[config.mk]
export PLATFORM = sky130hd
export DESIGN_NAME = word_collector
export DESIGN_NICKNAME = d
export VERILOG_FILES = /design/src/rtl/word_pkg.sv /design/src/rtl/word_order_mux.sv /design/src/rtl/word_collector.sv
export SDC_FILE = /design/constraint.sdc
export NUM_CORES = 1
export LEC_CHECK = 0
export BUFFER_PORTS_ARGS = -buffer_cell sky130_fd_sc_hd__buf_2
export CAP_MARGIN = 20
export CORE_ASPECT_RATIO = 2
export CORE_MARGIN = 1.5
export CORE_UTILIZATION = 65
export CTS_CLUSTER_SIZE = 28
export DETAILED_ROUTE_END_ITERATION = 6
export PLACE_DENSITY = 0.85
export SLEW_MARGIN = 20
export SYNTH_ARGS = -nofsm -noshare
export SYNTH_HDL_FRONTEND = slang
export SYNTH_SLANG_ARGS = --single-unit
[constraint.sdc]
create_clock -name clk -period 4.3 [get_ports clk]
set_clock_uncertainty 0.1 [all_clocks]
set_input_delay 0.215 -clock clk [delete_from_list [all_inputs] [get_ports clk]]
set_output_delay 0.215 -clock clk [all_outputs]
set_load 0.02 [all_outputs]
[src/rtl/word_pkg.sv]
// word_pkg: shared constants for the word collector slice.
//   WORD_W_DEFAULT  default word width, matches the gearbox output width
//   DEPTH_DEFAULT   default FIFO depth in words
//   LANE0_FIRST / LANE1_FIRST  encodings of in_lane1_first
package word_pkg;

    localparam int   WORD_W_DEFAULT = 10;
    localparam int   DEPTH_DEFAULT  = 8;

    localparam logic LANE0_FIRST    = 1'b0;
    localparam logic LANE1_FIRST    = 1'b1;

endpackage : word_pkg

[src/rtl/word_order_mux.sv]
// word_order_mux: restores stream order between the two gearbox lanes.
// Ports:
//   data0/valid0  lane-0 word and valid
//   data1/valid1  lane-1 word and valid
//   lane1_first   with both lanes valid, 1 means lane 1 carries the older word
//   older_data    word to be written first (at wr_ptr)
//   younger_data  word to be written second (at wr_ptr+1), only when push_cnt=2
//   push_cnt      number of words offered this cycle, 0..2
module word_order_mux
    import word_pkg::*;
#(
    parameter int WORD_W = WORD_W_DEFAULT
) (
    input  logic [WORD_W-1:0] data0,
    input  logic              valid0,
    input  logic [WORD_W-1:0] data1,
    input  logic              valid1,
    input  logic              lane1_first,
    output logic [WORD_W-1:0] older_data,
    output logic [WORD_W-1:0] younger_data,
    output logic [1:0]        push_cnt
);

    // Select older/younger words from the lane valids and the order flag.
    always_comb begin
        older_data   = data0;
        younger_data = data1;
        push_cnt     = 2'd0;
        case ({valid1, valid0})
            2'b11: begin
                push_cnt = 2'd2;
                if (lane1_first == LANE1_FIRST) begin
                    older_data   = data1;
                    younger_data = data0;
                end else begin
                    older_data   = data0;
                    younger_data = data1;
                end
            end
            2'b01: begin
                push_cnt   = 2'd1;
                older_data = data0;
            end
            2'b10: begin
                push_cnt   = 2'd1;
                older_data = data1;
            end
            default: begin
                push_cnt = 2'd0;
            end
        endcase
    end

endmodule : word_order_mux

[src/rtl/word_collector.sv]
// word_collector: merges the two gearbox output lanes into one ordered
// stream buffered in a circular FIFO, drained one word per cycle.
// Ports:
//   clk, rst                 clock and synchronous active-high reset
//   in_data0/in_valid0       lane-0 word and valid
//   in_data1/in_valid1       lane-1 word and valid
//   in_lane1_first           order of the lanes when both are valid
//   out_data/out_valid       head-of-FIFO word and presence
//   out_ready                consumer accepts the head word
//   count                    occupancy 0..DEPTH
//   full                     count == DEPTH
//   overflow                 sticky, set when any offered word was dropped
module word_collector
    import word_pkg::*;
#(
    parameter int WORD_W = WORD_W_DEFAULT,
    parameter int DEPTH  = DEPTH_DEFAULT,
    localparam int CNT_W = $clog2(DEPTH) + 1
) (
    input  logic              clk,
    input  logic              rst,
    input  logic [WORD_W-1:0] in_data0,
    input  logic              in_valid0,
    input  logic [WORD_W-1:0] in_data1,
    input  logic              in_valid1,
    input  logic              in_lane1_first,
    output logic [WORD_W-1:0] out_data,
    output logic              out_valid,
    input  logic              out_ready,
    output logic [CNT_W-1:0]  count,
    output logic              full,
    output logic              overflow
);

    localparam int PTR_W = $clog2(DEPTH);

    logic [WORD_W-1:0] mem_r [DEPTH];
    logic [PTR_W-1:0]  wr_ptr_r;
    logic [PTR_W-1:0]  rd_ptr_r;
    logic [CNT_W-1:0]  count_r;
    logic              overflow_r;

    logic [WORD_W-1:0] older_s;
    logic [WORD_W-1:0] younger_s;
    logic [1:0]        push_cnt_s;
    logic [CNT_W-1:0]  free_s;
    logic [1:0]        accept_s;
    logic              drop_s;
    logic              pop_s;

    word_order_mux #(
        .WORD_W (WORD_W)
    ) u_order (
        .data0        (in_data0),
        .valid0       (in_valid0),
        .data1        (in_data1),
        .valid1       (in_valid1),
        .lane1_first  (in_lane1_first),
        .older_data   (older_s),
        .younger_data (younger_s),
        .push_cnt     (push_cnt_s)
    );

    // Accepted pushes are limited by the space left before this cycle's pop;
    // a simultaneous pop never makes room for the current pushes.
    always_comb begin
        free_s   = CNT_W'(DEPTH) - count_r;
        accept_s = 2'd0;
        if (free_s >= CNT_W'(2)) begin
            accept_s = push_cnt_s;
        end else if (free_s == CNT_W'(1)) begin
            accept_s = (push_cnt_s != 2'd0) ? 2'd1 : 2'd0;
        end else begin
            accept_s = 2'd0;
        end
        drop_s = (accept_s != push_cnt_s);
        pop_s  = (count_r != CNT_W'(0)) && out_ready;
    end

    // Word storage; contents are not reset, only the pointers and count are.
    always_ff @(posedge clk) begin
        if (!rst && (accept_s != 2'd0)) begin
            mem_r[wr_ptr_r] <= older_s;
        end
        if (!rst && (accept_s == 2'd2)) begin
            mem_r[wr_ptr_r + PTR_W'(1)] <= younger_s;
        end
    end

    // Pointers, occupancy and sticky overflow flag.
    always_ff @(posedge clk) begin
        if (rst) begin
            wr_ptr_r   <= '0;
            rd_ptr_r   <= '0;
            count_r    <= '0;
            overflow_r <= 1'b0;
        end else begin
            wr_ptr_r <= wr_ptr_r + PTR_W'(accept_s);
            rd_ptr_r <= rd_ptr_r + PTR_W'(pop_s);
            count_r  <= count_r + CNT_W'(accept_s) - CNT_W'(pop_s);
            if (drop_s) begin
                overflow_r <= 1'b1;
            end
        end
    end

    assign out_data  = mem_r[rd_ptr_r];
    assign out_valid = (count_r != CNT_W'(0));
    assign full      = (count_r == CNT_W'(DEPTH));
    assign count     = count_r;
    assign overflow  = overflow_r;

endmodule : word_collector

==> impl_metrics.csv, run 1 <==
group,metric,value,unit
run_status,outcome,"finished clean",
die,row_count,47,
grt,grt_pass1_vias,3749,
logic_synthesis,syn_inst,389,
sta,finalSetupViolCount,0,
sta,relSlewSlack,0.254,
logic_synthesis,ys.flop_type,"edfxtp_1",
place,dpl.hpwl,8940,um
place,portBuffers,42,
cts,clock_path_buffers,2,
cts,worstSkewPairLatency,0.34,ns
logic_synthesis,async_flop_share,0,
cts,cts_tree,"done",
worst_setup_path,critPathLaunchType,"flop",
worst_setup_path,critPathSlowestCell,"a211oi_4",
grt,grt_usage,0.309,
logic_synthesis,syn_area,5490,um^2
cts,cts_made_buffers,9,
routing,vias_per_cell,6.81,
worst_setup_path,critPathCapture,"mem_r[4][8]",
worst_setup_path,worstReg2RegEnd,"mem_r[4][8]",
cts,cts.hold.buffers_added,0,
routing,drc,0,
sta,hold_viol,0,
grt,grt-ovfl-total,0,
logic_synthesis,avgSynthCellArea,14.1,um^2
die,die_h,133,um
die,core,8230,um^2
cts,htreeDepth,3,
pwr,p_leak,0.00208,uW
die,io_pins,43,
routing,first_pass_iters,5,
worst_setup_path,critPathArrivalTime,3.07,ns
routing,wl_per_cell,24.4,um
logic_synthesis,synth_cell_types,42,
grt,grt_max_degree,22,
layout,multiInputGateArea,2690,um^2
layout,ff_latch_area,2620,um^2
routing,drtAntennaViolNets,0,
pwr,power_density,561,nW/um^2
worst_setup_path,crit_chain,"inv_1 -> ha_1 -> xnor2_1 -> nor3_4 -> a211oi_4 -> a211o_1",
cts,ctsResizeCount,0,
job,maxCapViolCount,0,
worst_setup_path,critical_path_class,"reg -> reg",
sta,whs,0.117,ns
worst_setup_path,critPathMaxStageDelay,0.84,ns
grt,antenna_found_initial,0,
min_path,hold_class,"in -> reg",
sta,finalCritPeriodShare,0.742,
layout,nFillCells,543,
cts,cts_setup_buffers,0,
pwr,finalPower,3390,uW
place,gp_congestion,0.870,
worst_setup_path,critPathLaunch,"count[1]",
routing,dr_total_vias,3580,
sta,max_freq,313,MHz
logic_synthesis,synth_edf_count,80,
worst_setup_path,r2r-start,"count[1]",
routing,drtIter0Drc,281,
worst_setup_path,worstPathRequired,4.18,ns
layout,synthToLayoutAreaGrowth,10.2,%
layout,nNetsFinal,466,
die,start_util,0.667,
logic_synthesis,ys_ff_latch,91,
worst_setup_path,r2r_cells,6,
layout,num_antenna_cells,0,
worst_setup_path,critPathMaxFanout,11,
pwr,peakVddDrop,0.000669,V
cts,cts_root_buffer,"clkbuf_16",
cts,clk_pin_slew_worst_paths,0.06,ns
sta,worst_pin_slew,1.12,ns
sta,timing.final.crit_period,3.19,ns
worst_setup_path,reg2reg_slack,1.11,ns
cts,clock-sinks,91,
sta,rsz0062_at_grt,"false",
die,die_w,68.0,um
worst_setup_path,crit_path_end_kind,"flop",
logic_synthesis,synth_fp_nets,432,
logic_synthesis,ys_seq_area_frac,0.477,
sta,drv_slew,0,
grt,grt_pass1_wl,19600,um
logic_synthesis,ys_warn_count,0,
layout,drive_above_1_share,0.271,
routing,routed_wl,12800,um
die,dieArea,9050,um^2
sta,fin_tns_setup,0,ns
-- through the flow --
step	setup slack, ns	instances	util	area [um^2]
CTS	0.992	525	0.734	6040
global placement	1.04	509	0.693	5710
global route	0.919	526	0.735	6050
finish	1.11	526	0.735	6050
floorplan	1.49	389	-	5490
detailed placement	0.982	509	0.694	5710
-- sequential cells by signal (all words and copies together), names as in the netlist --
signal / flops
overflow: 1
wr_ptr_r: 3
rd_ptr_r: 3
mem_r: 80
count: 4
-- power breakdown --
group	switching [uW]	internal (uW)
clock network	327	521
registers	87.8	1100
logic	819	538
-- Yosys cell counts (3+ instances only) --
cell type / instances / area (um^2)
a21oi_1: 12 / 60.1
o21ai_0: 4 / 20.0
nor2b_1: 7 / 43.8
a211o_1: 8 / 70.1
mux2_2: 20 / 225
nor2_1: 14 / 52.6
ha_1: 15 / 188
mux2i_1: 90 / 901
nand2b_1: 3 / 18.8
buf_4: 3 / 22.5
buf_6: 8 / 90.1
nand2_1: 12 / 45.0
edfxtp_1: 80 / 2400
buf_2: 6 / 30.0
a211oi_4: 7 / 140
a211oi_1: 7 / 52.6
xnor2_1: 9 / 78.8
inv_1: 10 / 37.5
mux4_2: 20 / 450
clkbuf_1: 7 / 26.3
a22o_1: 10 / 87.6
dfxtp_1: 11 / 220
-- cells by family after synthesis --
logic type               synth area share
multiplexers                        0.287
XOR/XNOR                           0.0219
adder cells (fa/ha/maj)            0.0414
AND/OR/NAND/NOR                    0.0462
AO/OA/AOI/OAI                      0.0886
buffers and inverters              0.0376
flip-flops                          0.477
-- cell usage in the layout (no fill, tap or decap), types with 3 or more instances in the layout --
cell / n
mux4_2: 20
a211o_1: 8
xnor2_1: 8
dfxtp_1: 11
nand2b_1: 3
buf_4: 4
edfxtp_1: 80
a211oi_1: 6
mux2i_1: 90
a211oi_4: 8
clkbuf_16: 11
a21oi_1: 12
mux2_2: 20
buf_2: 42
inv_1: 10
nor2_1: 14
nor2b_1: 7
o21ai_0: 4
nand2_1: 12
a22o_1: 10
ha_1: 15
-- metal layers --
layer	global-route usage	up-vias	share of wire
li1	-	1579	-
met1	0.333	1783	0.35
met2	0.524	165	0.53
met3	0.0604	53	0.048
met4	0.202	0	0.063
met5	0	-	0
-- layout make-up --
cell class,count,share of cell area
Clock buffer,13,0.0467
Clock inverter,3,0.00703
Inverter,10,0.00620
Multi-Input combinational cell,264,0.445
Sequential cell,91,0.433
Tap cell,98,0.0203
Timing Repair Buffer,47,0.0422
-- worst max-delay path, delay by kind of cell, from the launching register on --
kind	cells	cell delay, ns
AOI/OAI and AO/OA	2	1.45
xor gates and xnor gates	1	0.32
adders and majority gates	1	0.25
buffers and inverters	1	0.12
DFF	1	0.43
and+or+nand+nor	1	0.14
-- worst min path at each step --
stage                     cells past startpoint           to  slack [ns]     start
after floorplan                               1  rd_ptr_r[0]        0.19       rst
after global placement                        2     overflow        0.33  overflow
after detailed placement                      2     overflow        0.34  overflow
after CTS                                     2  wr_ptr_r[2]        0.12       rst
after global routing                          2  rd_ptr_r[2]        0.14       rst
final                                         2  wr_ptr_r[2]        0.12       rst
Power figures use the tool's default switching activity.
==> run 2, diff against run 1 <==
Settings changed: CORE_UTILIZATION 65 to 61, PLACE_DENSITY 0.85 to 0.81.
Clock period 4.3 ns to 3.1 ns, I/O delays scaled along.
==> run 2 against run 1 <==
Compared with the run above: register-to-register slack got worse by 0.87 ns; first-iteration DRC count decreased by 1.1%; critical path depth is 5 higher; sequential share of layout area down 1.4 points; clock power increased by 19%; largest cell class unchanged; highest routed layer unchanged; die area grew 6.3%.
==> impl_metrics.csv, run 2 (synthesis gave the netlist of run 1 again) <==
group,metric,value,unit
grt,grt_max_degree,21,
routing,vias_per_cell,6.52,
routing,first_pass_iters,4,
worst_setup_path,critPathArrivalTime,2.99,ns
die,dieArea,9620,um^2
grt,grt-ovfl-total,0,
layout,layout_commonest_cell,"mux2i_1",
cts,clock-sinks,91,
grt,grt_pass1_wl,21400,um
min_path,hold_class,"in -> reg",
pwr,p_leak,0.00223,uW
routing,wl_per_cell,23.8,um
layout,largest_reg_flops,80,
layout,nFillCells,607,
sta,fin_tns_setup,0,ns
cts,cts_made_buffers,9,
sta,rsz0062_at_grt,"false",
cts,worstSkewPairLatency,0.34,ns
place,dpl.hpwl,9560,um
sta,timing.final.crit_period,2.86,ns
layout,num_antenna_cells,0,
pwr,finalPower,4590,uW
routing,drtIter0Drc,278,
layout,nNetsFinal,501,
layout,final_cell_mix,"90 x mux2i_1, 80 x edfxtp_1, 42 x buf_2, 40 x buf_4",
sta,finalCritPeriodShare,0.924,
sta,worst_pin_slew,0.907,ns
worst_setup_path,critPathMaxStageDelay,0.46,ns
grt,antenna_found_initial,0,
die,start_util,0.631,
job,maxCapViolCount,0,
worst_setup_path,critPathMaxFanout,6,
die,die_h,137,um
layout,ff_latch_area,2620,um^2
worst_setup_path,crit_chain,"inv_1 -> ha_1 -> xnor2_1 -> or3_1 -> o21ai_0 -> nand3_1 -> ha_1 -> a21o_1 -> a21oi_1 -> xnor2_1 -> nor2_1",
cts,clock_path_buffers,2,
cts,cts_root_buffer,"clkbuf_16",
run_status,outcome,"finished clean",
die,row_count,48,
pwr,peakVddDrop,0.000712,V
routing,drc,0,
sta,drv_slew,0,
grt,grt_usage,0.304,
sta,relSlewSlack,0.393,
layout,synthToLayoutAreaGrowth,13.8,%
routing,routed_wl,13400,um
layout,drive_above_1_share,0.324,
routing,drtAntennaViolNets,0,
die,core,8710,um^2
die,io_pins,43,
cts,htreeDepth,3,
sta,hold_viol,0,
worst_setup_path,critical_path_class,"reg -> reg",
die,die_w,70.1,um
grt,grt_pass1_vias,3937,
worst_setup_path,worstPathRequired,3.23,ns
sta,whs,0.0542,ns
layout,largest-register,"mem_r",
worst_setup_path,critPathLaunchType,"flop",
layout,multiInputGateArea,2680,um^2
cts,ctsResizeCount,0,
sta,max_freq,349,MHz
sta,finalSetupViolCount,0,
worst_setup_path,critPathSlowestCell,"dfxtp_1",
cts,cts_tree,"done",
pwr,power_density,733,nW/um^2
cts,clk_pin_slew_worst_paths,0.06,ns
place,gp_congestion,0.899,
place,portBuffers,42,
routing,dr_total_vias,3670,
worst_setup_path,crit_path_end_kind,"flop",
cts,cts_setup_buffers,0,
cts,cts.hold.buffers_added,0,
run 2: cell types whose count changed in the layout (fill, tap and decap cells not counted):
cell,previous run,this run
a211oi_2,0,1
clkinv_1,0,1
clkinvlp_4,1,0
a211oi_4,8,7
bufinv_16,1,0
clkbuf_16,11,9
buf_4,4,40
buf_8,1,0
clkbuf_8,0,2
clkinv_2,1,2
run 2: per-layer routing:
| metal | wire [um] | track usage |
|---|---|---|
| met2 | 7500 | 0.564 |
| met3 | 563 | 0.0410 |
| met4 | 776 | 0.205 |
| met5 | 0 | 0 |
| met1 | 4540 | 0.310 |
run 2: area by class of cell:
cell class,instances,share of cell area
timing repair buffer,82,0.0816
tap,100,0.0200
clock buffer,13,0.0416
multi-input combinational,264,0.429
clock inverter,3,0.00220
sequential,91,0.419
inverter,10,0.00600
run 2: stage by stage:
stage | worst slack, ns | instances | utilization | instance area [um^2]
6_report | 0.236 | 563 | 0.718 | 6250
5_1_grt | 0.0142 | 563 | 0.718 | 6250
4_1_cts | 0.227 | 563 | 0.718 | 6250
3_5_place_dp | 0.249 | 547 | 0.687 | 5980
3_3_place_gp | 0.304 | 547 | 0.687 | 5980
2_1_floorplan | 0.287 | 389 | - | 5490
run 2: worst paths after layout:
path / from / end / slack, ns / cells after the start
worst min register to register: overflow / overflow / 0.37 / 2
worst max register to register: count[1] / count[3] / 0.24 / 11
worst min-delay path: rst / rd_ptr_r[2] / 0.05 / 2
worst max-delay path: count[1] / count[3] / 0.24 / 11
run 2: worst max-delay path: cells and delay by family (launching register included):
kind            cells  cell delay (ns)
compound gates      3             0.66
xor+xnor            2             0.32
fa+ha+maj           2             0.52
buf+inv             1             0.13
flops               1             0.46
simple gates        3             0.56
run 2: where the power goes:
part           internal, uW  switching, uW  total, uW  leakage (uW)
sequential             1530           93.8       1620      0.000817
combinational           786           1170       1950       0.00128
clock                   582            430       1010      0.000137
total                  2890           1690       4590       0.00223
==> run 3, diff against run 2 <==
Settings changed: ABC_AREA from default to 1.
==> run 3 against run 2 <==
Compared with the run above: global-route usage rose by 3.1 points; worst setup slack got worse by 0.0087 ns; total power rose by 8.5%; clock power rose by 23%; register-to-register slack barely moved; first-iteration DRC count rose by 94%; hold slack improved by 0.015 ns; combinational power rose by 8%; design area rose by 4.1%.
==> impl_metrics.csv, run 3 <==
group,metric,value,unit
grt,grt-ovfl-total,0,
sta,max_freq,348,MHz
sta,whs,0.0694,ns
sta,timing.final.crit_period,2.87,ns
cts,clk_pin_slew_worst_paths,0.06,ns
layout,nNetsFinal,788,
pwr,finalPower,4980,uW
die,core,9380,um^2
place,portBuffers,42,
logic_synthesis,ys_warn_count,0,
sta,relSlewSlack,0.259,
sta,drv_slew,0,
cts,cts_made_buffers,9,
logic_synthesis,synth_cell_types,30,
logic_synthesis,synth-compound-area-share,0.179,
sta,rsz0062_at_grt,"false",
grt,grt_pass1_wl,25900,um
layout,nFillCells,747,
routing,wl_met1,5540,um
layout,largest_reg_flops,80,
logic_synthesis,synth.area.top_cells,"edfxtp_1 40%, nand2_1 10%, o21bai_1 10%",
sta,worst_pin_slew,1.11,ns
min_path,hp-start,"rst",
layout,largest-register,"mem_r",
place,gp_congestion,0.943,
cts,htreeDepth,3,
routing,drtAntennaViolNets,0,
routing,routed_wl,16300,um
cts,cts_tree,"done",
worst_setup_path,critPathMaxFanout,6,
worst_setup_path,critical_path_class,"reg -> reg",
sta,finalCritPeriodShare,0.927,
routing,wl_met2,8710,um
cts,cts.hold.buffers_added,0,
logic_synthesis,synth_top_area_share,0.405,
logic_synthesis,syn_area,5930,um^2
job,maxCapViolCount,0,
logic_synthesis,synth_largest_area_cell,"edfxtp_1",
logic_synthesis,synthMostInstantiatedCell,"nand2_1",
grt,grt_usage,0.335,
routing,vias_per_cell,6.23,
layout,final_cell_mix,"162 x nand2_1, 96 x nand3_1, 81 x o21bai_1, 80 x edfxtp_1, 74 x nor2_1",
die,dieArea,10400,um^2
grt,grt_max_degree,81,
routing,drtIter0Drc,538,
cts,clock-sinks,91,
cts,clock_path_buffers,2,
routing,dr_total_vias,5312,
routing,wl_met3,1100,um
die,die_w,72.7,um
worst_setup_path,worstReg2RegEnd,"count[2]",
routing,first_pass_iters,6,
worst_setup_path,worstPathRequired,3.22,ns
die,io_pins,43,
logic_synthesis,synthAdderAreaFrac,0.0384,
layout,ff_latch_area,2620,um^2
layout,drive_above_1_share,0.127,
routing,drc,0,
sta,hold_viol,0,
logic_synthesis,synthTopCellsByCount,"162 x nand2_1, 96 x nand3_1, 81 x o21bai_1",
worst_setup_path,critPathLaunchType,"flop",
logic_synthesis,ys_seq_area_frac,0.442,
pwr,power_density,764,nW/um^2
worst_setup_path,r2r-start,"count[1]",
grt,antenna_found_initial,0,
layout,multiInputGateArea,2800,um^2
die,die_h,142,um
routing,wl_per_cell,19.1,um
logic_synthesis,ys.flop_type,"edfxtp_1",
cts,worstSkewPairLatency,0.34,ns
logic_synthesis,synth_edf_count,80,
sta,finalSetupViolCount,0,
min_path,whs_path_depth,2,
die,row_count,50,
min_path,hold_class,"in -> reg",
worst_setup_path,critPathArrivalTime,2.99,ns
die,start_util,0.632,
layout,synthToLayoutAreaGrowth,9.79,%
min_path,hold_path_end,"wr_ptr_r[1]",
logic_synthesis,synth_xor_area_frac,0.00717,
place,dpl.hpwl,11700,um
routing,top_layer_used,"met4",
worst_setup_path,r2r_cells,15,
logic_synthesis,synth_fp_nets,769,
worst_setup_path,reg2reg_slack,0.23,ns
pwr,peakVddDrop,0.000527,V
layout,layout_commonest_cell,"nand2_1",
logic_synthesis,synth_top_family_by_area,"simple AND/OR/NAND/NOR gates",
worst_setup_path,crit_path_end_kind,"flop",
logic_synthesis,synthSimpleGateAreaFrac,0.247,
pwr,p_leak,0.00274,uW
logic_synthesis,avgSynthCellArea,8.17,um^2
run_status,outcome,"finished clean",
grt,grt_pass1_vias,5183,
cts,cts_root_buffer,"clkbuf_16",
logic_synthesis,synth_mux_area_frac,0,
logic_synthesis,ys_ff_latch,91,
layout,num_antenna_cells,0,
logic_synthesis,async_flop_share,0,
logic_synthesis,syn_inst,726,
sta,fin_tns_setup,0,ns
[run 3: how the worst max path moves through the flow]
stage | to | slack [ns] | from
CTS | count[2] | 0.16 | count[0]
finish | count[2] | 0.23 | count[1]
global route | count[2] | 0.008 | count[1]
detailed placement | count[2] | 0.17 | count[0]
floorplan | count[2] | 0.32 | count[0]
global placement | count[2] | 0.29 | count[0]
[run 3: timing repair]
action / CTS / global route
endpoints found under the hold margin: 0 / 0
setup endpoints to repair: 0 / 1
buffers inserted: 0 / 0
gates resized for setup: 0 / 2
[run 3: final cells by class]
cell class,count,share of cell area
Tap cell,104,0.0200
Sequential cell,91,0.403
Multi-Input combinational cell,514,0.430
Clock inverter,6,0.0177
Timing Repair Buffer,60,0.0549
Inverter,69,0.0398
Clock buffer,9,0.0346
[run 3: report_power, final]
group / leakage [uW] / internal, uW / total, uW / switching (uW)
clock: 0.000162 / 786 / 1240 / 457
sequential: 0.000817 / 1520 / 1630 / 117
combinational: 0.00176 / 619 / 2100 / 1480
total: 0.00274 / 2920 / 4980 / 2050
[run 3: kinds of logic after synthesis]
| kind of cell | count (synthesis) |
|---|---|
| fa+ha+maj | 17 |
| buf+inv | 121 |
| compound gates | 146 |
| simple gates | 347 |
| flops | 91 |
| xor+xnor | 4 |
[run 3: per-stage QoR]
stage	cells	cell area, um^2	setup slack (ns)	utilization
after floorplan	726	5930	0.318	-
after global placement	838	6170	0.286	0.657
after detailed placement	838	6170	0.170	0.657
after CTS	853	6510	0.164	0.694
after global routing	853	6510	0.00804	0.694
final	853	6510	0.227	0.694
[run 3: metal layers]
layer / up-vias / GRT usage
met5: - / 0
met3: 74 / 0.0524
met4: 0 / 0.200
li1: 2508 / -
met2: 278 / 0.599
met1: 2452 / 0.358
[run 3: critical path: stages, from the launching register on]
cell	delay, ns
dfxtp_1	0.43
inv_1	0.09
ha_1	0.26
or2_1	0.22
nor2_1	0.16
nand3_2	0.15
nand2_1	0.13
nand2_1	0.12
nor2_2	0.16
inv_1	0.08
nand2_1	0.06
ha_1	0.15
inv_1	0.05
fa_1	0.37
xor2_1	0.16
nor2_1	0.06
